===== config.mk =====
export PLATFORM = sky130hd
export DESIGN_NAME = reg_bus_arb
export DESIGN_NICKNAME = d
export VERILOG_FILES = /design/src/rtl/reg_bus_pkg.sv /design/src/rtl/reg_bus_arb_rr_arb2.sv /design/src/rtl/reg_bus_arb.sv
export SDC_FILE = /design/constraint.sdc
export NUM_CORES = 1
export LEC_CHECK = 0
export CAP_MARGIN = 20
export CORE_MARGIN = 2
export CORE_UTILIZATION = 39
export CTS_CLUSTER_SIZE = 16
export DETAILED_ROUTE_END_ITERATION = 10
export GPL_TIMING_DRIVEN = 0
export HOLD_SLACK_MARGIN = 0.03
export PLACE_DENSITY = 0.84
export SYNTH_ARGS = -nofsm -noshare
export SYNTH_HDL_FRONTEND = slang
export SYNTH_SLANG_ARGS = --single-unit

===== constraint.sdc =====
create_clock -name i_clk -period 1.7 [get_ports i_clk]
set_input_delay 0.17 -clock i_clk [delete_from_list [all_inputs] [get_ports i_clk]]
set_output_delay 0.17 -clock i_clk [all_outputs]
set_load 0.005 [all_outputs]

===== src/rtl/reg_bus_pkg.sv =====
// Shared types for the register-bank bus arbiter: FSM states, owners, latched command.
// Latency: n/a (types and constants only).
// Backpressure: n/a.
package reg_bus_pkg;

    // Bus widths; the command struct below is sized from these.
    localparam int RB_DW    = 8;
    localparam int RB_AW    = 8;
    localparam int RB_CRC_W = 8;

    typedef enum logic [1:0] {
        IDLE = 2'd0,
        ACC  = 2'd1,
        RSP  = 2'd2
    } state_t;

    typedef enum logic {
        OWN_SPI = 1'b0,
        OWN_EFU = 1'b1
    } owner_t;

    typedef struct packed {
        logic                wr;
        logic [RB_AW-1:0]    addr;
        logic [RB_DW-1:0]    wdata;
        logic [RB_CRC_W-1:0] crc;
    } cmd_t;

    // The requester that did not win last time gets priority on a tie.
    function automatic owner_t other_owner(input owner_t o);
        return (o == OWN_SPI) ? OWN_EFU : OWN_SPI;
    endfunction

endpackage


===== src/rtl/reg_bus_arb_rr_arb2.sv =====
// Two-way round-robin grant between SPI and eFuse with a last-grant pointer.
// Latency: grant is combinational from requests; pointer updates on the grant edge.
// Backpressure: no grant while i_en is low; a held request simply waits.
module rr_arb2
    import reg_bus_pkg::*;
(
    input  logic   i_clk,
    input  logic   i_rst_n,
    input  logic   i_en,
    input  logic   i_req_spi,
    input  logic   i_req_efu,
    output logic   o_gnt_spi,
    output logic   o_gnt_efu,
    output owner_t o_win
);

    owner_t last_q;

    // Pick the winner: a lone request wins, a tie goes to whoever was not granted last.
    always_comb begin
        o_win     = OWN_SPI;
        o_gnt_spi = 1'b0;
        o_gnt_efu = 1'b0;
        if (i_req_spi && i_req_efu) begin
            o_win = other_owner(last_q);
        end else if (i_req_efu) begin
            o_win = OWN_EFU;
        end
        if (i_en && (i_req_spi || i_req_efu)) begin
            o_gnt_spi = (o_win == OWN_SPI);
            o_gnt_efu = (o_win == OWN_EFU);
        end
    end

    // Remember the last winner; resets to eFuse so SPI takes the first tie.
    always_ff @(posedge i_clk or negedge i_rst_n) begin
        if (!i_rst_n) begin
            last_q <= OWN_EFU;
        end else if (o_gnt_spi || o_gnt_efu) begin
            last_q <= o_win;
        end
    end

endmodule


===== src/rtl/reg_bus_arb.sv =====
// Arbitrates SPI / eFuse register accesses onto the bank bus: grant, one-cycle strobe, one-cycle response.
// Latency: grant N, strobe N+1, response pulse N+2, next grant no earlier than N+3.
// Backpressure: rdy only in IDLE for the round-robin winner; requesters hold vld until rdy.
module reg_bus_arb
    import reg_bus_pkg::*;
#(
    parameter int DW    = RB_DW,
    parameter int AW    = RB_AW,
    parameter int CRC_W = RB_CRC_W
) (
    input  logic             i_clk,
    input  logic             i_rst_n,
    // SPI frame handler
    input  logic             i_spi_req_vld,
    input  logic             i_spi_req_wr,
    input  logic [AW-1:0]    i_spi_req_addr,
    input  logic [DW-1:0]    i_spi_req_wdata,
    input  logic [CRC_W-1:0] i_spi_req_crc,
    output logic             o_spi_req_rdy,
    output logic             o_spi_rsp_vld,
    // eFuse loader
    input  logic             i_efu_req_vld,
    input  logic             i_efu_req_wr,
    input  logic [AW-1:0]    i_efu_req_addr,
    input  logic [DW-1:0]    i_efu_req_wdata,
    input  logic [CRC_W-1:0] i_efu_req_crc,
    output logic             o_efu_req_rdy,
    output logic             o_efu_rsp_vld,
    // Shared response
    output logic [DW-1:0]    o_rsp_rdata,
    output logic [CRC_W-1:0] o_rsp_rcrc,
    // Mode inputs
    input  logic             i_test_st_reg_en,
    input  logic             i_cfg_st_reg_en,
    // Bank bus
    output logic             o_wen,
    output logic             o_ren,
    output logic [AW-1:0]    o_addr,
    output logic [DW-1:0]    o_wdata,
    output logic [CRC_W-1:0] o_crc_data,
    output logic             o_test_st_reg_en,
    output logic             o_cfg_st_reg_en,
    output logic             o_spi_ctrl_reg_en,
    output logic             o_efuse_ctrl_reg_en,
    input  logic [DW-1:0]    i_rdata,
    input  logic [CRC_W-1:0] i_rcrc
);

    state_t           state_q;
    state_t           state_d;
    cmd_t             cmd_q;
    owner_t           own_q;
    logic [DW-1:0]    rsp_rdata_q;
    logic [CRC_W-1:0] rsp_rcrc_q;
    logic             test_st_q;
    logic             cfg_st_q;

    logic             arb_en;
    logic             gnt_spi;
    logic             gnt_efu;
    logic             gnt_any;
    owner_t           win;

    // Gating with reset keeps every output, including rdy, low while reset is held.
    assign arb_en  = (state_q == IDLE) && i_rst_n;
    assign gnt_any = gnt_spi || gnt_efu;

    rr_arb2 u_rr_arb2 (
        .i_clk     (i_clk),
        .i_rst_n   (i_rst_n),
        .i_en      (arb_en),
        .i_req_spi (i_spi_req_vld),
        .i_req_efu (i_efu_req_vld),
        .o_gnt_spi (gnt_spi),
        .o_gnt_efu (gnt_efu),
        .o_win     (win)
    );

    // State register; async reset aborts any in-flight access.
    always_ff @(posedge i_clk or negedge i_rst_n) begin
        if (!i_rst_n) begin
            state_q <= IDLE;
        end else begin
            state_q <= state_d;
        end
    end

    // Next state: IDLE waits for a grant, ACC and RSP each last exactly one cycle.
    always_comb begin
        state_d = state_q;
        case (state_q)
            IDLE:    state_d = gnt_any ? ACC : IDLE;
            ACC:     state_d = RSP;
            RSP:     state_d = IDLE;
            default: state_d = IDLE;
        endcase
    end

    // FSM outputs: strobes and owner enables only in ACC, response pulse only in RSP.
    always_comb begin
        o_spi_req_rdy       = gnt_spi;
        o_efu_req_rdy       = gnt_efu;
        o_wen               = 1'b0;
        o_ren               = 1'b0;
        o_spi_ctrl_reg_en   = 1'b0;
        o_efuse_ctrl_reg_en = 1'b0;
        o_spi_rsp_vld       = 1'b0;
        o_efu_rsp_vld       = 1'b0;
        case (state_q)
            ACC: begin
                o_wen               = cmd_q.wr;
                o_ren               = !cmd_q.wr;
                o_spi_ctrl_reg_en   = (own_q == OWN_SPI);
                o_efuse_ctrl_reg_en = (own_q == OWN_EFU);
            end
            RSP: begin
                o_spi_rsp_vld = (own_q == OWN_SPI);
                o_efu_rsp_vld = (own_q == OWN_EFU);
            end
            default: ;
        endcase
    end

    // Latch the winner's command at grant; it stays on the bus lines until the next grant.
    always_ff @(posedge i_clk or negedge i_rst_n) begin
        if (!i_rst_n) begin
            cmd_q <= '0;
            own_q <= OWN_SPI;
        end else if (gnt_any) begin
            own_q <= win;
            if (win == OWN_EFU) begin
                cmd_q <= '{wr: i_efu_req_wr, addr: i_efu_req_addr,
                           wdata: i_efu_req_wdata, crc: i_efu_req_crc};
            end else begin
                cmd_q <= '{wr: i_spi_req_wr, addr: i_spi_req_addr,
                           wdata: i_spi_req_wdata, crc: i_spi_req_crc};
            end
        end
    end

    // Capture bank read data at the end of ACC; writes respond with zeros.
    always_ff @(posedge i_clk or negedge i_rst_n) begin
        if (!i_rst_n) begin
            rsp_rdata_q <= '0;
            rsp_rcrc_q  <= '0;
        end else if (state_q == ACC) begin
            rsp_rdata_q <= cmd_q.wr ? '0 : i_rdata;
            rsp_rcrc_q  <= cmd_q.wr ? '0 : i_rcrc;
        end
    end

    // Mode passthrough, registered every cycle regardless of the FSM.
    always_ff @(posedge i_clk or negedge i_rst_n) begin
        if (!i_rst_n) begin
            test_st_q <= 1'b0;
            cfg_st_q  <= 1'b0;
        end else begin
            test_st_q <= i_test_st_reg_en;
            cfg_st_q  <= i_cfg_st_reg_en;
        end
    end

    assign o_addr           = cmd_q.addr;
    assign o_wdata          = cmd_q.wdata;
    assign o_crc_data       = cmd_q.crc;
    assign o_rsp_rdata      = rsp_rdata_q;
    assign o_rsp_rcrc       = rsp_rcrc_q;
    assign o_test_st_reg_en = test_st_q;
    assign o_cfg_st_reg_en  = cfg_st_q;

endmodule


-- Word-level counts from Yosys, hierarchy flattened
Cells that the tools add are included.
- reduce and logical (&&, ||, !) cells: 7
- mux-type cells: 16
- bitwise gates (word level): 2
- equal/unequal tests: 2
- operators with widths (cell ; number):
    two-way mux 25 bit ; 1
    two-way mux 8 bit ; 2
    two-way mux 1 bit ; 12
    case mux 2 bit (2 select lines) ; 1
    logical AND 1 bit ; 3
    equality test 2 x 1 -> 1 bit, second input constant ; 1
    equality test 2 bit, second input constant ; 1
    logical NOT 2 bit ; 1
    logical OR 1 bit ; 2
    NOT 1 bit ; 2
    logical NOT 1 bit ; 1
- register bits after elaboration: 47
- output and inout port bits: 50
- input bits: 72
- word-level logic and storage cells: 38

-- Longest topological paths before layout
Gate-level depths: netlist of run 1.
- word-level depth: 7
- gate-level depth with buffers: 6

-- Hierarchy
A second synthesis of run 1 with hierarchy kept.
- cells, all modules: 212
- area total of the unflattened synthesis: 2449.8 um2
- by module, submodules not included (module ; sequential area each (um2) ; instances ; area each (um2) ; cells each):
    reg_bus_arb ; 1151.1 ; 1 ; 2382.3 ; 204
    rr_arb2 ; 26.3 ; 1 ; 67.6 ; 8

-- Worst setup path before layout of run 1
Ideal clock, no wire load.
- kind: reg-to-reg
- from: reg u_rr_arb2.last_q
- to: reg cmd_q[24] (netlist name)
- arrival time: 1347 ps
- stages on the path, launching flop included: 6
- buffers on the path: 2
- period minus slack after synthesis: 1473 ps
- required time: 1573 ps
- path slack: 227 ps
- cell sequence: dfstp_2 -> nand2_1 -> and3_1 -> buf_6 -> buf_6 -> a221o_2
- elaborated cells on any way between the ends: 7
- RTL lines (element ; RTL line ; RTL):
    start: declaration ; reg_bus_arb_rr_arb2.sv:17 ; owner_t last_q;
    start signal: assignment ; reg_bus_arb_rr_arb2.sv:40 ; last_q <= o_win;
    two-way mux 1 bit ; reg_bus_pkg.sv:31 ; return (o == OWN_SPI) ? OWN_EFU : OWN_SPI;
    two-way mux 1 bit ; reg_bus_arb_rr_arb2.sv:24 ; if (i_req_spi && i_req_efu) begin
    two-way mux 1 bit ; reg_bus_arb_rr_arb2.sv:29 ; if (i_en && (i_req_spi || i_req_efu)) begin
    net o_efu_req_rdy ; reg_bus_arb.sv:27 ; output logic o_efu_req_rdy,
    logical OR 1 bit ; reg_bus_arb.sv:66 ; assign gnt_any = gnt_spi || gnt_efu;
    end signal: assignment ; reg_bus_arb.sv:132 ; cmd_q <= '{wr: i_efu_req_wr, addr: i_efu_req_addr,
    end signal: assignment ; reg_bus_arb.sv:135 ; cmd_q <= '{wr: i_spi_req_wr, addr: i_spi_req_addr,
    end: declaration ; reg_bus_arb.sv:51 ; cmd_t cmd_q;
The timed path passes the listed nets, and every way through them passes these cells.
A chain may end at the register's enable or synchronous reset.

-- Worst setup path in the final report of run 1
- from: reg state_q[0]
- to: out o_spi_req_rdy
- word-level cells in the longest chain between the ends: 4
- ends and longest elaborated chain (element ; RTL line ; RTL):
    start: declaration ; reg_bus_arb.sv:49 ; state_t state_q;
    start signal: assignment ; reg_bus_arb.sv:84 ; state_q <= state_d;
    logical NOT 2 bit ; reg_bus_arb.sv:65 ; assign arb_en = (state_q == IDLE) && i_rst_n;
    logical AND 1 bit ; reg_bus_arb.sv:65 ;
    logical AND 1 bit ; reg_bus_arb_rr_arb2.sv:29 ;
    two-way mux 1 bit ; reg_bus_arb_rr_arb2.sv:29 ;
    end: declaration ; reg_bus_arb.sv:19 ; output logic o_spi_req_rdy,
Every way passes these cells.

==> report_table.html, run 1 <==
<table>
<tr><th>Metric</th><th>Value</th></tr>
<tr><th colspan="2">Status</th></tr>
<tr><td>Status</td><td>finished with violations</td></tr>
<tr><td>Violations in the final reports</td><td>negative setup slack</td></tr>
<tr><th colspan="2">Hold path</th></tr>
<tr><td>Path class of the lowest-slack min-delay path</td><td>in -&gt; async</td></tr>
<tr><th colspan="2">GRT</th></tr>
<tr><td>Initial antenna violation count</td><td>0</td></tr>
<tr><td>Total congestion overflow after global routing</td><td>0</td></tr>
<tr><td>Total Routing Usage GR</td><td>19.70%</td></tr>
<tr><td>Wire length of the first global-routing pass</td><td>9949 um</td></tr>
<tr><td>Number of global-route vias before repair</td><td>2,136</td></tr>
<tr><td>Pin count of the biggest net entering global routing</td><td>24</td></tr>
<tr><th colspan="2">Timing</th></tr>
<tr><td>Measured slew at the worst slew-check pin</td><td>465.3 ps</td></tr>
<tr><td>Final Hold Viols</td><td>0</td></tr>
<tr><td>RSZ-0062 raised after global routing</td><td>true</td></tr>
<tr><td>Highest Clock Rate</td><td>0.5425 GHz</td></tr>
<tr><td>Post-layout min period</td><td>1843 ps</td></tr>
<tr><td>Fin crit share</td><td>108.4%</td></tr>
<tr><td>Final setup skew</td><td>2.691 ps</td></tr>
<tr><td>Smallest hold slack</td><td>334.6 ps</td></tr>
<tr><td>Final setup fails</td><td>15</td></tr>
<tr><td>Number of pins with negative max-slew slack in the final report</td><td>0</td></tr>
<tr><td>Max transition margin</td><td>68.88%</td></tr>
<tr><td>Fin worst setup slack</td><td>-143.3 ps</td></tr>
<tr><th colspan="2">Critical path</th></tr>
<tr><td>WP data arrival</td><td>1670 ps</td></tr>
<tr><td>Max stage delay cell, worst path</td><td>sky130_fd_sc_hd__dfrtp_1</td></tr>
<tr><td>Worst path cell trace</td><td>or3b_1 -&gt; buf_6 -&gt; buf_8 -&gt; nor3b_4 -&gt; buf_2</td></tr>
<tr><td>Max Fanout on Critical Path</td><td>4</td></tr>
<tr><td>Class of the most critical setup path</td><td>reg -&gt; out</td></tr>
<tr><td>Setup crit end kind</td><td>output pin</td></tr>
<tr><td>Worst Setup Start Kind</td><td>register</td></tr>
<tr><td>Required time at the endpoint of the critical path</td><td>1530 ps</td></tr>
<tr><td>Register-to-Register Setup Slack</td><td>-10 ps</td></tr>
<tr><td>Delay of the slowest critical-path stage</td><td>420 ps</td></tr>
<tr><th colspan="2">Power</th></tr>
<tr><td>Areal power density over the cells</td><td>1016 nW/um^2</td></tr>
<tr><td>Static leakage</td><td>1.854 nW</td></tr>
<tr><td>VDD IR max</td><td>0.0004421 V</td></tr>
<tr><th colspan="2">Route</th></tr>
<tr><td>Final wirelength</td><td>6845 um</td></tr>
<tr><td>1st-pass router iterations</td><td>4</td></tr>
<tr><td>First DRT Iteration DRCs</td><td>69</td></tr>
<tr><td>Post-route antenna net violation count</td><td>0</td></tr>
<tr><td>Detail-routed via count per cell</td><td>4.878</td></tr>
<tr><td>WL/cell</td><td>14.66 um</td></tr>
<tr><td>Routed via count</td><td>2,278</td></tr>
<tr><td>DRC errors left</td><td>0</td></tr>
<tr><th colspan="2">Placed design</th></tr>
<tr><td>Setup WS pre-CTS</td><td>-844.4 ps</td></tr>
<tr><td>Count of buffers inserted at the top-level ports</td><td>120</td></tr>
<tr><td>Detail Placement HPWL</td><td>4736 um</td></tr>
<tr><td>RePlAce Congestion</td><td>0.7687</td></tr>
<tr><th colspan="2">Clocking</th></tr>
<tr><td>Clock tree from TritonCTS</td><td>done</td></tr>
<tr><td>Clock transition time at the flip-flop clock pins of the worst setup and hold paths</td><td>90 ps</td></tr>
<tr><td>Clock buffers created by TritonCTS</td><td>5</td></tr>
<tr><td>H-tree lvl count</td><td>2</td></tr>
<tr><td>Sink count of the clock tree</td><td>47</td></tr>
<tr><td>Clock insertion delay at the later pin of the skew report</td><td>290 ps</td></tr>
<tr><td>Largest buffer count on any clock path</td><td>2</td></tr>
<tr><td>Root cell of the clock tree</td><td>sky130_fd_sc_hd__clkbuf_8</td></tr>
<tr><th colspan="2">Synthesis</th></tr>
<tr><td>Number of nets produced by synthesis</td><td>306</td></tr>
<tr><td>Post-synthesis cell count</td><td>234</td></tr>
<tr><td>Share of synthesized area occupied by flip-flops and latches</td><td>50.67%</td></tr>
<tr><td>Number of warning messages in the yosys log</td><td>0</td></tr>
<tr><td>Post-synthesis cell type count</td><td>24</td></tr>
<tr><td>Post-synthesis sequential element count</td><td>47</td></tr>
<tr><td>Post-Syn Area per Cell</td><td>9.929 um^2</td></tr>
<tr><td>Summed instance area of the synthesized netlist</td><td>2323 um^2</td></tr>
<tr><th colspan="2">Final layout</th></tr>
<tr><td>Nets</td><td>463</td></tr>
<tr><td>Fraction of layout instances using a drive strength above 1</td><td>27.04%</td></tr>
<tr><td>Post-Route Utilization</td><td>69.82%</td></tr>
<tr><td>Layout overhead on the synthesized area</td><td>75.82%</td></tr>
<tr><td>Antenna Diode Count</td><td>0</td></tr>
<tr><th colspan="2">Die</th></tr>
<tr><td>Area of the die</td><td>6591 um^2</td></tr>
<tr><td>Top-Level Pins</td><td>122</td></tr>
<tr><td>Effective utilization at floorplan</td><td>39.71%</td></tr>
<tr><td>Placement Rows</td><td>28</td></tr>
<tr><td>Die Ht</td><td>81.19 um</td></tr>
<tr><td>CORE AREA</td><td>5851 um^2</td></tr>
<tr><td>Width of the die</td><td>81.19 um</td></tr>
<tr><th colspan="2">Job</th></tr>
<tr><td>Number of max-capacitance violations reported</td><td>0</td></tr>
</table>
cells in the mapped netlist:
cell,number,area (um^2)
sky130_fd_sc_hd__a21oi_1,2,10.01
sky130_fd_sc_hd__a221o_1,6,60.06
sky130_fd_sc_hd__a221o_2,19,214.0
sky130_fd_sc_hd__and3_1,1,6.260
sky130_fd_sc_hd__buf_2,3,15.01
sky130_fd_sc_hd__buf_4,25,187.7
sky130_fd_sc_hd__buf_6,5,56.30
sky130_fd_sc_hd__buf_8,1,15.01
sky130_fd_sc_hd__clkbuf_1,7,26.28
sky130_fd_sc_hd__clkbuf_8,2,27.53
sky130_fd_sc_hd__clkinv_1,1,3.750
sky130_fd_sc_hd__dfrtp_1,46,1151
sky130_fd_sc_hd__dfstp_2,1,26.28
sky130_fd_sc_hd__inv_1,4,15.01
sky130_fd_sc_hd__nand2_1,58,217.7
sky130_fd_sc_hd__nand2b_1,1,6.260
sky130_fd_sc_hd__nor2_1,4,15.01
sky130_fd_sc_hd__nor2b_1,1,6.260
sky130_fd_sc_hd__nor3_1,25,125.1
sky130_fd_sc_hd__nor3b_1,3,22.52
sky130_fd_sc_hd__nor3b_4,1,18.77
sky130_fd_sc_hd__o21ai_0,16,80.08
sky130_fd_sc_hd__o21ai_2,1,8.760
sky130_fd_sc_hd__or3b_1,1,8.760
where the power goes:
part / switching (mW) / internal (mW) / leakage [nW] / total [mW]
clock network: 0.375 / 0.370 / 0.0505 / 0.745
logic: 0.585 / 1.21 / 1.22 / 1.80
registers: 0.186 / 1.42 / 0.586 / 1.61
per-stage QoR:
step           std cells  setup TNS [ps]  cell area [um^2]  total power, mW
5_1_grt              467           -1504              4085            4.407
4_1_cts              444          -307.3              3826            4.066
6_report             467          -288.2              4085            4.152
3_5_place_dp         430          -13400              3633            3.282
2_1_floorplan        234               0              2323            2.335
3_3_place_gp         429          -92130              3618            3.218
cells in the final DEF (no fill, tap or decap), types with 2 or more instances in the layout:
cell	count
sky130_fd_sc_hd__a21oi_1	2
sky130_fd_sc_hd__a221o_1	6
sky130_fd_sc_hd__a221o_2	19
sky130_fd_sc_hd__buf_12	3
sky130_fd_sc_hd__buf_2	4
sky130_fd_sc_hd__buf_4	46
sky130_fd_sc_hd__buf_6	5
sky130_fd_sc_hd__buf_8	6
sky130_fd_sc_hd__clkbuf_1	4
sky130_fd_sc_hd__clkbuf_16	3
sky130_fd_sc_hd__clkbuf_2	4
sky130_fd_sc_hd__clkbuf_8	7
sky130_fd_sc_hd__clkdlybuf4s15_1	2
sky130_fd_sc_hd__clkdlybuf4s50_1	111
sky130_fd_sc_hd__dfrtp_1	46
sky130_fd_sc_hd__dlygate4sd3_1	3
sky130_fd_sc_hd__inv_1	4
sky130_fd_sc_hd__nand2_1	58
sky130_fd_sc_hd__nor2_1	4
sky130_fd_sc_hd__nor3_1	25
sky130_fd_sc_hd__nor3b_4	2
sky130_fd_sc_hd__o21ai_0	16
cells by family (layout without fill, tap and decap cells):
family                 count (synthesis)  count (layout)  synth area share, %
AOI/OAI and AO/OA                     44              44                16.05
buffers and inverters                 48             206                14.92
DFF                                   47              47                50.67
and+or+nand+nor                       95              95                18.36
final cells by class:
cell class	instances	area, um^2
Buffer	41	334.1
Clock buffer	7	96.34
Clock inverter	1	7.507
Fill cell	460	1765
Inverter	5	20.02
Multi-Input combinational cell	139	830.8
Sequential cell	47	1177
Tap cell	75	93.84
Timing Repair Buffer	152	1525
critical path, delay by kind of cell, from the launching register on:
kind / cells / cell delay, ps
flops: 1 / 420
buf+inv: 3 / 400
simple gates: 2 / 560
routing by layer:
layer  GRT usage [%]  share of wire [%]  wire length [um]  up-vias
met5               0                  0                 0        -
met4           5.085                1.2                80        0
met3           5.111                5.9               405        6
met2           34.46                 51              3480       89
met1           24.10                 42              2878     1074
li1                -                  -                 -     1109
final timing paths:
kind                                        from                to  cells past startpoint
worst max-delay path                  state_q[0]     o_spi_req_rdy                      5
worst min-delay path                     i_rst_n   o_cfg_st_reg_en                      3
worst max register to register        state_q[1]        o_wdata[5]                      7
worst min register to register  u_rr_arb2.last_q  u_rr_arb2.last_q                      2
max in group asynchronous                i_rst_n     o_crc_data[2]                      5
min in group i_clk               i_cfg_st_reg_en   o_cfg_st_reg_en                      1
registers in the layout, indices dropped and copies added, names as in the netlist:
| signal | cells |
|---|---|
| cmd_q | 1 |
| own_q | 1 |
| o_rsp_rcrc | 8 |
| o_rsp_rdata | 8 |
| u_rr_arb2.last_q | 1 |
| o_cfg_st_reg_en | 1 |
| o_addr | 8 |
| o_wdata | 8 |
| o_crc_data | 8 |
| state_q | 2 |
| o_test_st_reg_en | 1 |
repair_timing:
action	4_1_cts	5_1_grt
hold buffers	4	0
setup endpoints to repair	25	18
pin swaps	3	4
setup buffers	4	19
resized for setup	23	20
endpoints found under the hold margin	46	0
gates cloned	0	2
Note: power is estimated with default switching activity, not from simulation.
==> inputs of run 2 (changes only) <==
--- a/config.mk
+++ b/config.mk
@@ -7,12 +7,13 @@
 export LEC_CHECK = 0
 export CAP_MARGIN = 20
 export CORE_MARGIN = 2
-export CORE_UTILIZATION = 39
+export CORE_UTILIZATION = 41
 export CTS_CLUSTER_SIZE = 16
 export DETAILED_ROUTE_END_ITERATION = 10
+export DONT_BUFFER_PORTS = 1
 export GPL_TIMING_DRIVEN = 0
 export HOLD_SLACK_MARGIN = 0.03
-export PLACE_DENSITY = 0.84
+export PLACE_DENSITY = 0.59
 export SYNTH_ARGS = -nofsm -noshare
 export SYNTH_HDL_FRONTEND = slang
 export SYNTH_SLANG_ARGS = --single-unit
==> report_table.html, run 2 (synthesis gave the netlist of run 1 again) <==
<table>
<tr><th>Metric</th><th>Value</th></tr>
<tr><th colspan="2">Status</th></tr>
<tr><td>Status</td><td>completed (was finished with violations)</td></tr>
<tr><th colspan="2">Critical path</th></tr>
<tr><td>Max Fanout on Critical Path</td><td>10 (was 4)</td></tr>
<tr><td>Critical path buffers and inverters</td><td>2 (was 3)</td></tr>
<tr><td>Delay of the slowest critical-path stage</td><td>430 ps (was 420 ps)</td></tr>
<tr><td>Required time at the endpoint of the critical path</td><td>1530 ps (about the same)</td></tr>
<tr><td>WP data arrival</td><td>1470 ps (was 1670 ps)</td></tr>
<tr><td>Worst Setup Start Kind</td><td>register (unchanged)</td></tr>
<tr><td>Worst path cell trace</td><td>nor3b_2 -&gt; and3_1 -&gt; buf_6 -&gt; buf_6 (was or3b_1 -&gt; buf_6 -&gt; buf_8 -&gt; nor3b_4 -&gt; buf_2)</td></tr>
<tr><td>Class of the most critical setup path</td><td>reg -&gt; out (unchanged)</td></tr>
<tr><td>Delay-heaviest family, CP</td><td>simple AND/OR/NAND/NOR gates (unchanged)</td></tr>
<tr><td>Most frequent cell on the critical path</td><td>sky130_fd_sc_hd__buf_6</td></tr>
<tr><td>Max stage delay cell, worst path</td><td>sky130_fd_sc_hd__dfrtp_1 (unchanged)</td></tr>
<tr><td>Setup crit end kind</td><td>output pin (unchanged)</td></tr>
<tr><th colspan="2">Timing</th></tr>
<tr><td>Max transition margin</td><td>67.76% (was 68.88%)</td></tr>
<tr><td>Final Hold Viols</td><td>0 (unchanged)</td></tr>
<tr><td>Measured slew at the worst slew-check pin</td><td>483.5 ps (was 465.3 ps)</td></tr>
<tr><td>Final setup fails</td><td>0 (was 15)</td></tr>
<tr><td>Post-layout min period</td><td>1645 ps (was 1843 ps)</td></tr>
<tr><td>Smallest hold slack</td><td>181.7 ps (was 334.6 ps)</td></tr>
<tr><td>Fin crit share</td><td>96.75% (was 108.4%)</td></tr>
<tr><td>Total negative slack for setup checks</td><td>0 ps (was -288.2 ps)</td></tr>
<tr><td>Number of pins with negative max-slew slack in the final report</td><td>0 (unchanged)</td></tr>
<tr><td>RSZ-0062 raised after global routing</td><td>true (unchanged)</td></tr>
<tr><td>Highest Clock Rate</td><td>0.6080 GHz (was 0.5425 GHz)</td></tr>
<tr><td>Final setup skew</td><td>6.516 ps (was 2.691 ps)</td></tr>
<tr><th colspan="2">Die</th></tr>
<tr><td>Width of the die</td><td>79.28 um (was 81.19 um)</td></tr>
<tr><td>Effective utilization at floorplan</td><td>42.19% (was 39.71%)</td></tr>
<tr><td>Top-Level Pins</td><td>122 (unchanged)</td></tr>
<tr><td>Placement Rows</td><td>27 (was 28)</td></tr>
<tr><td>Die Ht</td><td>79.28 um (was 81.19 um)</td></tr>
<tr><td>CORE AREA</td><td>5507 um^2 (was 5851 um^2)</td></tr>
<tr><td>Area of the die</td><td>6285 um^2 (was 6591 um^2)</td></tr>
<tr><th colspan="2">Route</th></tr>
<tr><td>Post-route antenna net violation count</td><td>0 (unchanged)</td></tr>
<tr><td>First DRT Iteration DRCs</td><td>96 (was 69)</td></tr>
<tr><td>WL/cell</td><td>16.35 um (was 14.66 um)</td></tr>
<tr><td>Final wirelength</td><td>5870 um (was 6845 um)</td></tr>
<tr><td>DRC errors left</td><td>0 (unchanged)</td></tr>
<tr><td>Detail-routed via count per cell</td><td>5.209 (was 4.878)</td></tr>
<tr><td>1st-pass router iterations</td><td>5 (was 4)</td></tr>
<tr><td>Routed via count</td><td>1,870 (was 2,278)</td></tr>
<tr><th colspan="2">Clocking</th></tr>
<tr><td>Largest buffer count on any clock path</td><td>2 (unchanged)</td></tr>
<tr><td>Clock insertion delay at the later pin of the skew report</td><td>300 ps (was 290 ps)</td></tr>
<tr><td>Clock transition time at the flip-flop clock pins of the worst setup and hold paths</td><td>90 ps (about the same)</td></tr>
<tr><td>Sink count of the clock tree</td><td>47 (unchanged)</td></tr>
<tr><td>H-tree lvl count</td><td>2 (unchanged)</td></tr>
<tr><td>Root cell of the clock tree</td><td>sky130_fd_sc_hd__clkbuf_8 (unchanged)</td></tr>
<tr><td>Clock buffers created by TritonCTS</td><td>5 (unchanged)</td></tr>
<tr><td>Clock tree from TritonCTS</td><td>done (unchanged)</td></tr>
<tr><th colspan="2">Final layout</th></tr>
<tr><td>Nets</td><td>358 (was 463)</td></tr>
<tr><td>Layout overhead on the synthesized area</td><td>28.65% (was 75.82%)</td></tr>
<tr><td>Leading cell type in the layout, fill and taps excluded</td><td>sky130_fd_sc_hd__nand2_1 (was sky130_fd_sc_hd__clkdlybuf4s50_1)</td></tr>
<tr><td>Fraction of layout instances using a drive strength above 1</td><td>25.09% (was 27.04%)</td></tr>
<tr><td>Antenna Diode Count</td><td>0 (unchanged)</td></tr>
<tr><td>Most used cells in the layout excluding fill and tap cells</td><td>58 x sky130_fd_sc_hd__nand2_1, 46 x sky130_fd_sc_hd__dfrtp_1, 44 x sky130_fd_sc_hd__dlygate4sd3_1, 29 x sky130_fd_sc_hd__buf_4, 25 x sky130_fd_sc_hd__nor3_1 (was 111 x sky130_fd_sc_hd__clkdlybuf4s50_1, 58 x sky130_fd_sc_hd__nand2_1, 46 x sky130_fd_sc_hd__buf_4, 46 x sky130_fd_sc_hd__dfrtp_1, 25 x sky130_fd_sc_hd__nor3_1)</td></tr>
<tr><td>Post-Route Utilization</td><td>54.28% (was 69.82%)</td></tr>
<tr><th colspan="2">Hold path</th></tr>
<tr><td>Path class of the lowest-slack min-delay path</td><td>in -&gt; reg (was in -&gt; async)</td></tr>
<tr><th colspan="2">Power</th></tr>
<tr><td>Sequential share of power</td><td>49.0% (was 38.8%)</td></tr>
<tr><td>Proportion of power drawn by combinational gates</td><td>29.4% (was 43.3%)</td></tr>
<tr><td>VDD IR max</td><td>0.0005049 V (was 0.0004421 V)</td></tr>
<tr><td>Switching pwr</td><td>1.028 mW (was 1.147 mW)</td></tr>
<tr><td>Portion of total power attributed to the clock network</td><td>21.6% (was 17.9%)</td></tr>
<tr><td>Static leakage</td><td>1.374 nW (was 1.854 nW)</td></tr>
<tr><td>Design internal power</td><td>2.308 mW (was 3.005 mW)</td></tr>
<tr><td>Sw frac</td><td>30.81% (was 27.62%)</td></tr>
<tr><td>Areal power density over the cells</td><td>1116 nW/um^2 (was 1016 nW/um^2)</td></tr>
<tr><th colspan="2">GRT</th></tr>
<tr><td>Total Routing Usage GR</td><td>19.05% (was 19.70%)</td></tr>
<tr><td>Wire length of the first global-routing pass</td><td>9294 um (was 9949 um)</td></tr>
<tr><td>Initial antenna violation count</td><td>0 (unchanged)</td></tr>
<tr><td>Number of global-route vias before repair</td><td>1,932 (was 2,136)</td></tr>
<tr><td>Total congestion overflow after global routing</td><td>0 (unchanged)</td></tr>
<tr><td>Pin count of the biggest net entering global routing</td><td>48 (was 24)</td></tr>
<tr><th colspan="2">Placed design</th></tr>
<tr><td>Detail Placement HPWL</td><td>3777 um (was 4736 um)</td></tr>
<tr><td>Count of buffers inserted at the top-level ports</td><td>0 (was 120)</td></tr>
<tr><td>RePlAce Congestion</td><td>0.7182 (was 0.7687)</td></tr>
<tr><th colspan="2">Job</th></tr>
<tr><td>Number of max-capacitance violations reported</td><td>0 (unchanged)</td></tr>
</table>
-- run 2: layout make-up --
| type | instances | area, um^2 |
|---|---|---|
| fillers | 501 | 2517 |
| plain buffers | 39 | 296.5 |
| inverters | 5 | 18.77 |
| clock inverters | 2 | 16.27 |
| multi-input cells | 139 | 809.5 |
| clock buffers | 6 | 82.58 |
| repair buffers | 49 | 498.0 |
| well taps | 72 | 90.09 |
| flip-flops and latches | 47 | 1177 |
-- run 2: timing repair --
item	in CTS	in global routing
resized for setup	1	4
endpoints found under the hold margin	90	0
hold buffers	45	0
setup endpoints to repair	21	24
setup buffers	4	0
pin swaps	2	2
-- run 2: power groups by stage --
stage / sequential [mW] / combinational [mW] / clock (mW)
after floorplan: 1.59 / 0.740 / 0
after global placement: 1.65 / 0.844 / 0
after detailed placement: 1.65 / 0.865 / 0
after CTS: 1.63 / 0.994 / 0.748
after global routing: 1.67 / 1.09 / 0.786
final: 1.64 / 0.980 / 0.721
-- run 2: layer usage --
layer | vias to the layer above | GRT usage [%] | wire [um]
met3 | 4 | 4.773 | 371
met1 | 897 | 23.28 | 2535
li1 | 892 | - | -
met5 | - | 0 | 0
met2 | 77 | 33.47 | 2931
met4 | 0 | 5.000 | 31
-- run 2: final timing paths --
path,from,end,slack (ps),depth (start not counted)
worst max-delay path,state_q[0],o_efu_req_rdy,60,4
worst max register to register,state_q[0],o_wdata[6],100,5
max in group asynchronous,i_rst_n,u_rr_arb2.last_q,1030,2
worst min-delay path,i_spi_req_addr[2],o_addr[2],180,3
worst min register to register,u_rr_arb2.last_q,u_rr_arb2.last_q,480,2
min in group asynchronous,i_rst_n,o_addr[2],400,2
-- run 2: metrics by stage --
stage,setup slack (ps),cells,instance area [um^2],power (mW)
after floorplan,226.7,234,2323,2.335
after global placement,34.26,306,2414,2.496
after detailed placement,-2.688,306,2414,2.519
after CTS,-102.6,363,3012,3.375
after global routing,-20.34,359,2989,3.544
final,55.21,359,2989,3.336
-- run 2: worst register-to-register path: stages (launching register included) --
cell and delay (ps):
sky130_fd_sc_hd__dfrtp_1 430, sky130_fd_sc_hd__or3b_4 440, sky130_fd_sc_hd__buf_4 180, sky130_fd_sc_hd__buf_6 140
sky130_fd_sc_hd__nor3_1 210, sky130_fd_sc_hd__a221o_2 140
==> RTL edit 1, RTL diff (flow settings as in run 2) <==
Set the package constant `RB_DW` to 9 (it was 8).
--- a/src/rtl/reg_bus_pkg.sv
+++ b/src/rtl/reg_bus_pkg.sv
@@ -4,7 +4,7 @@
 package reg_bus_pkg;
 
     // Bus widths; the command struct below is sized from these.
-    localparam int RB_DW    = 8;
+    localparam int RB_DW    = 9;
     localparam int RB_AW    = 8;
     localparam int RB_CRC_W = 8;
 
Interface: changed (5 resized); port bits go from 122 to 127. No check against the original RTL was run, so the function may have changed too.
==> RTL edit 1 against run 2 <==
Setup slack worse by 0.071 ns. Sequential cell count up 2. The flow now finishes with violations (setup timing). Wire length is 11% higher. Final area rose by 6.9%. Via count rose by 6.2%. Highest routed layer unchanged. Clock skew up 0.0015 ns. Critical path type unchanged. Total power grew 3.8%. Synthesized area is 5.2% higher.
==> RTL edit 1: results (changes against run 2) <==
stage	metric	value	unit	change
status	status	complete, but fails checks		was completed
status	failing checks	setup timing		
min_path	WHS Path Cells	2		was 3
setup_path	r2r worst-path depth	6		was 5
synthesis	Synth cell types	22		was 24
routing	Initial DRC Count	75		was 96
sta	Slew HR	64.3	%	was 67.8%
synthesis	top cells by count, synth	61 x nand2_1, 48 x dfrtp_1, 26 x a221o_1, 26 x buf_4, 19 x nor3_2		was 58 x nand2_1, 46 x dfrtp_1, 25 x buf_4, 25 x nor3_1, 19 x a221o_2
clocking	Worst-path clk slew	0.10	ns	
routing	met2 routed WL	3.23	mm	was 2.93 mm
routing	Pre-Repair DR Iteration Count	4		was 5
synthesis	asr flop ratio synth	100	%	unchanged
clocking	CTS H-Tree Depth	2		unchanged
placement	placed insts	319		was 306
sta	Layout Skew	0.00804	ns	was 0.00652 ns
routing	wire per inst	17.3	um	was 16.4 um
clocking	worst-skew pair later-pin latency	0.30	ns	about the same
cells_and_area	Final Net Count	376		was 358
setup_path	Critical Path Sink	o_spi_req_rdy		was o_efu_req_rdy
synthesis	complex-gate fraction of the synthesized area	14.7	%	was 16.0%
synthesis	sequential area share after synthesis	50.2	%	was 50.7%
global_routing	global-route wire length before repair	9.59	mm	was 9.29 mm
sta	Setup WS post-layout	-0.0159	ns	was 0.0552 ns
cells_and_area	fraction of layout cells with a size suffix above 1	24.8	%	was 25.1%
placement	gpl congestion	0.716		was 0.718
placement	PortBufs	0		unchanged
global_routing	GR Util All Layers	19.2	%	was 19.0%
synthesis	main area contributors after synthesis	dfrtp_1 49%, a221o_1 11%, nand2_1 9.4%, buf_4 8.0%, nor3_2 7.8%		was dfrtp_1 50%, nand2_1 9.4%, a221o_2 9.2%, buf_4 8.1%, nor3_1 5.4%
placement	HPWL after DPL	4.06	mm	was 3.78 mm
routing	met3 WL	479	um	was 371 um
routing	DRT met1 WL	2.73	mm	was 2.54 mm
min_path	hold path startpoint	i_rcrc[1]		was i_spi_req_addr[2]
sta	final count of negative-setup-slack endpoints	1		was 0
min_path	Hold Crit Endpoint	o_rsp_rcrc[1]$_DFFE_PN0P_		was o_addr[2]$_DFFE_PN0P_
setup_path	Reg-to-Reg End	o_wdata[1]$_DFFE_PN0P_		was o_wdata[6]$_DFFE_PN0P_
synthesis	Cells after Synth	244		was 234
synthesis	adder-cell share of the synthesized area	0	%	unchanged
setup_path	reg2reg setup slack	0.01	ns	was 0.10 ns
setup_path	crit path max fanout	8		was 10
global_routing	pin count of the biggest net entering global routing	50		was 48
setup_path	crit path DAT	1.55	ns	was 1.47 ns
synthesis	post-synthesis mux area share	0	%	unchanged
placement	pre-CTS WS	0.0755	ns	was -0.00269 ns
power_and_ir_drop	LEAKAGE	1.45	nW	was 1.37 nW
routing	vias per std cell	5.27		was 5.21
setup_path	Slowest cell on crit path	dfrtp_1		unchanged
power_and_ir_drop	Worst IR Drop VDD	0.476	mV	was 0.505 mV
==> RTL edit 1: power breakdown <==
group / leakage (nW) / internal [W] / switching (W) / total (W)
logic: 0.796 / 0.000575 / 0.000486 / 0.00106
clock network: 0.0445 / 0.000293 / 0.000401 / 0.000693
registers: 0.611 / 0.00149 / 0.000223 / 0.00171
total: 1.45 / 0.00235 / 0.00111 / 0.00346
==> RTL edit 1: per-stage QoR <==
step | utilization [%] | hold slack, ns | total power (W) | TNS [ns] | area (um2)
floorplan | - | -0.126 | 0.00242 | 0 | 2440
global placement | 43.4 | -0.125 | 0.00260 | 0 | 2540
detailed placement | 43.4 | -0.125 | 0.00262 | 0 | 2540
CTS | 53.3 | 0.0331 | 0.00346 | -0.0759 | 3120
global route | 54.6 | 0.0421 | 0.00369 | -0.0961 | 3200
finish | 54.6 | 0.0300 | 0.00346 | -0.0159 | 3200
==> RTL edit 1: area by class of cell <==
type / count / area, um2
Sequential cell: 49 / 1230
Fill cell: 517 / 2660
Timing Repair Buffer: 52 / 536
Inverter: 5 / 18.8
Multi-Input combinational cell: 145 / 918
Clock buffer: 5 / 68.8
Tap cell: 75 / 93.8
Buffer: 43 / 312
Clock inverter: 3 / 21.3
==> RTL edit 1: logic make-up after synthesis <==
logic type | count (synthesis)
AO/OA/AOI/OAI | 46
buffers and inverters | 50
flip-flops | 49
AND/OR/NAND/NOR | 99
==> RTL edit 1: what timing repair did <==
item | in CTS | in global routing
endpoints found under the setup margin | 2 | 19
resized for setup | 7 | 7
hold buffers | 46 | 0
pin swaps | 1 | 1
setup buffers | 1 | 5
endpoints found under the hold margin | 93 | 0
==> RTL edit 1: per-layer routing <==
layer / vias to the layer above / track usage [%]
met5: - / 0
met4: 0 / 5.08
met3: 5 / 4.11
met2: 81 / 34.0
met1: 966 / 23.5
li1: 934 / -
==> RTL edit 2, RTL diff (flow settings as in run 2) <==
Made on the original files. Re-encode `state_t` (3 states) as one-hot, 3 bits wide.
--- a/src/rtl/reg_bus_pkg.sv
+++ b/src/rtl/reg_bus_pkg.sv
@@ -8,10 +8,10 @@
     localparam int RB_AW    = 8;
     localparam int RB_CRC_W = 8;
 
-    typedef enum logic [1:0] {
-        IDLE = 2'd0,
-        ACC  = 2'd1,
-        RSP  = 2'd2
+    typedef enum logic [2:0] {
+        IDLE = 3'b001,
+        ACC  = 3'b010,
+        RSP  = 3'b100
     } state_t;
 
     typedef enum logic {
Behaviour: no difference found for any inputs over 10 cycles, from zero or initial values and one cycle with i_rst_n low; not proved beyond that.
==> RTL edit 2 against run 2 <==
Total power grew 22%. Final area shrank 5.6%. Hold slack lost 0.12 ns. Sequential cell count grew 1. Highest routed layer unchanged. Synthesized area is essentially flat. Sequential power grew 12%. Largest power group unchanged. Non-clock buffer count shrank 23. Maximum frequency shrank 2.0%. Critical path depth grew 1. Wire length shrank 4.6%. Setup slack lost 0.034 ns.
==> RTL edit 2: results (changes against run 2) <==
stage	metric	value	unit	change
global_routing	global-route wire length before repair	8.44	mm	was 9.29 mm
cells_and_area	fraction of layout cells with a size suffix above 1	28.1	%	was 25.1%
setup_path	Worst setup startpoint	state_q[0]$_DFF_PN1_		was state_q[0]$_DFF_PN0_
setup_path	Crit path largest cell delay	0.55	ns	was 0.43 ns
min_path	WHS Path Cells	2		was 3
synthesis	top cells by count, synth	46 x dfrtp_1, 32 x nand2_1, 25 x buf_4, 25 x o32ai_1, 19 x a2bb2oi_1		was 58 x nand2_1, 46 x dfrtp_1, 25 x buf_4, 25 x nor3_1, 19 x a221o_2
power_and_ir_drop	internal power	0.00280	W	was 0.00231 W
routing	vias per std cell	5.46		was 5.21
synthesis	sequential area share after synthesis	51.8	%	was 50.7%
routing	Initial DRC Count	84		was 96
cells_and_area	fin cells	314		was 359
setup_path	Reg-to-Reg End	o_wdata[0]$_DFFE_PN0N_		was o_wdata[6]$_DFFE_PN0P_
routing	Pre-Repair DR Iteration Count	4		was 5
power_and_ir_drop	LEAKAGE	1.18	nW	was 1.37 nW
power_and_ir_drop	Worst IR Drop VDD	0.674	mV	was 0.505 mV
synthesis	Cells after Synth	212		was 234
min_path	hold path startpoint	i_efu_req_crc[4]		was i_spi_req_addr[2]
global_routing	number of global-route vias before repair	1601		was 1932
cells_and_area	Diodes inserted	0		unchanged
placement	HPWL after DPL	3.87	mm	was 3.78 mm
status	status	completed		unchanged
global_routing	GR Util All Layers	17.7	%	was 19.0%
synthesis	Synth cell types	28		was 24
setup_path	Slowest cell on crit path	dfstp_2		was dfrtp_1
sta	Layout Skew	0.00623	ns	was 0.00652 ns
placement	gpl congestion	0.649		was 0.718
synthesis	Mapped Nets	284		was 306
setup_path	Top Family by Delay on Critical Path	flip-flops		was simple AND/OR/NAND/NOR gates
RTL edit 2: area by class of cell:
type	instances	area, um2
Tap cell	72	90.1
Clock inverter	3	42.5
Clock buffer	5	68.8
Multi-Input combinational cell	114	817
Sequential cell	48	1200
Inverter	7	28.8
Buffer	40	308
Timing Repair Buffer	25	263
Fill cell	507	2690
RTL edit 2: metrics by stage:
stage,cell area [um2],setup TNS [ns]
after global routing,2820,-0.157
after CTS,2780,-0.00855
final,2820,0
after global placement,2410,0
after floorplan,2320,0
after detailed placement,2410,0
RTL edit 2: cell families after synthesis:
family,Yosys count,share of synthesized area (%)
simple gates,43,8.18
flops,48,51.8
buf+inv,50,14.6
compound gates,71,25.5
RTL edit 2: repair_timing:
item,4_1_cts,5_1_grt
buffers inserted,5,0
pin swaps,2,0
setup endpoints to repair,5,15
resized for setup,7,14
hold buffers,20,0
endpoints found under the hold margin,66,0
RTL edit 2: power by group through the flow:
stage | clock, W | combinational, W | sequential, W
global placement | 0 | 0.00131 | 0.00184
finish | 0.000818 | 0.00143 | 0.00184
CTS | 0.000842 | 0.00142 | 0.00183
detailed placement | 0 | 0.00133 | 0.00184
floorplan | 0 | 0.00113 | 0.00178
global route | 0.000897 | 0.00156 | 0.00191
RTL edit 2: metal layers:
metal	track usage, %	routed length, um	up-vias
met4	4.83	54	0
li1	-	-	807
met1	23.1	2450	808
met3	5.80	498	7
met5	0	0	-
met2	28.3	2590	93
RTL edit 2: worst reg2reg max path, delay by kind of cell, from the launching register on:
kind / cells / cell delay (ns)
AO/OA/AOI/OAI: 1 / 0.13
flip-flops: 1 / 0.55
buffers and inverters: 3 / 0.59
AND/OR/NAND/NOR: 1 / 0.21
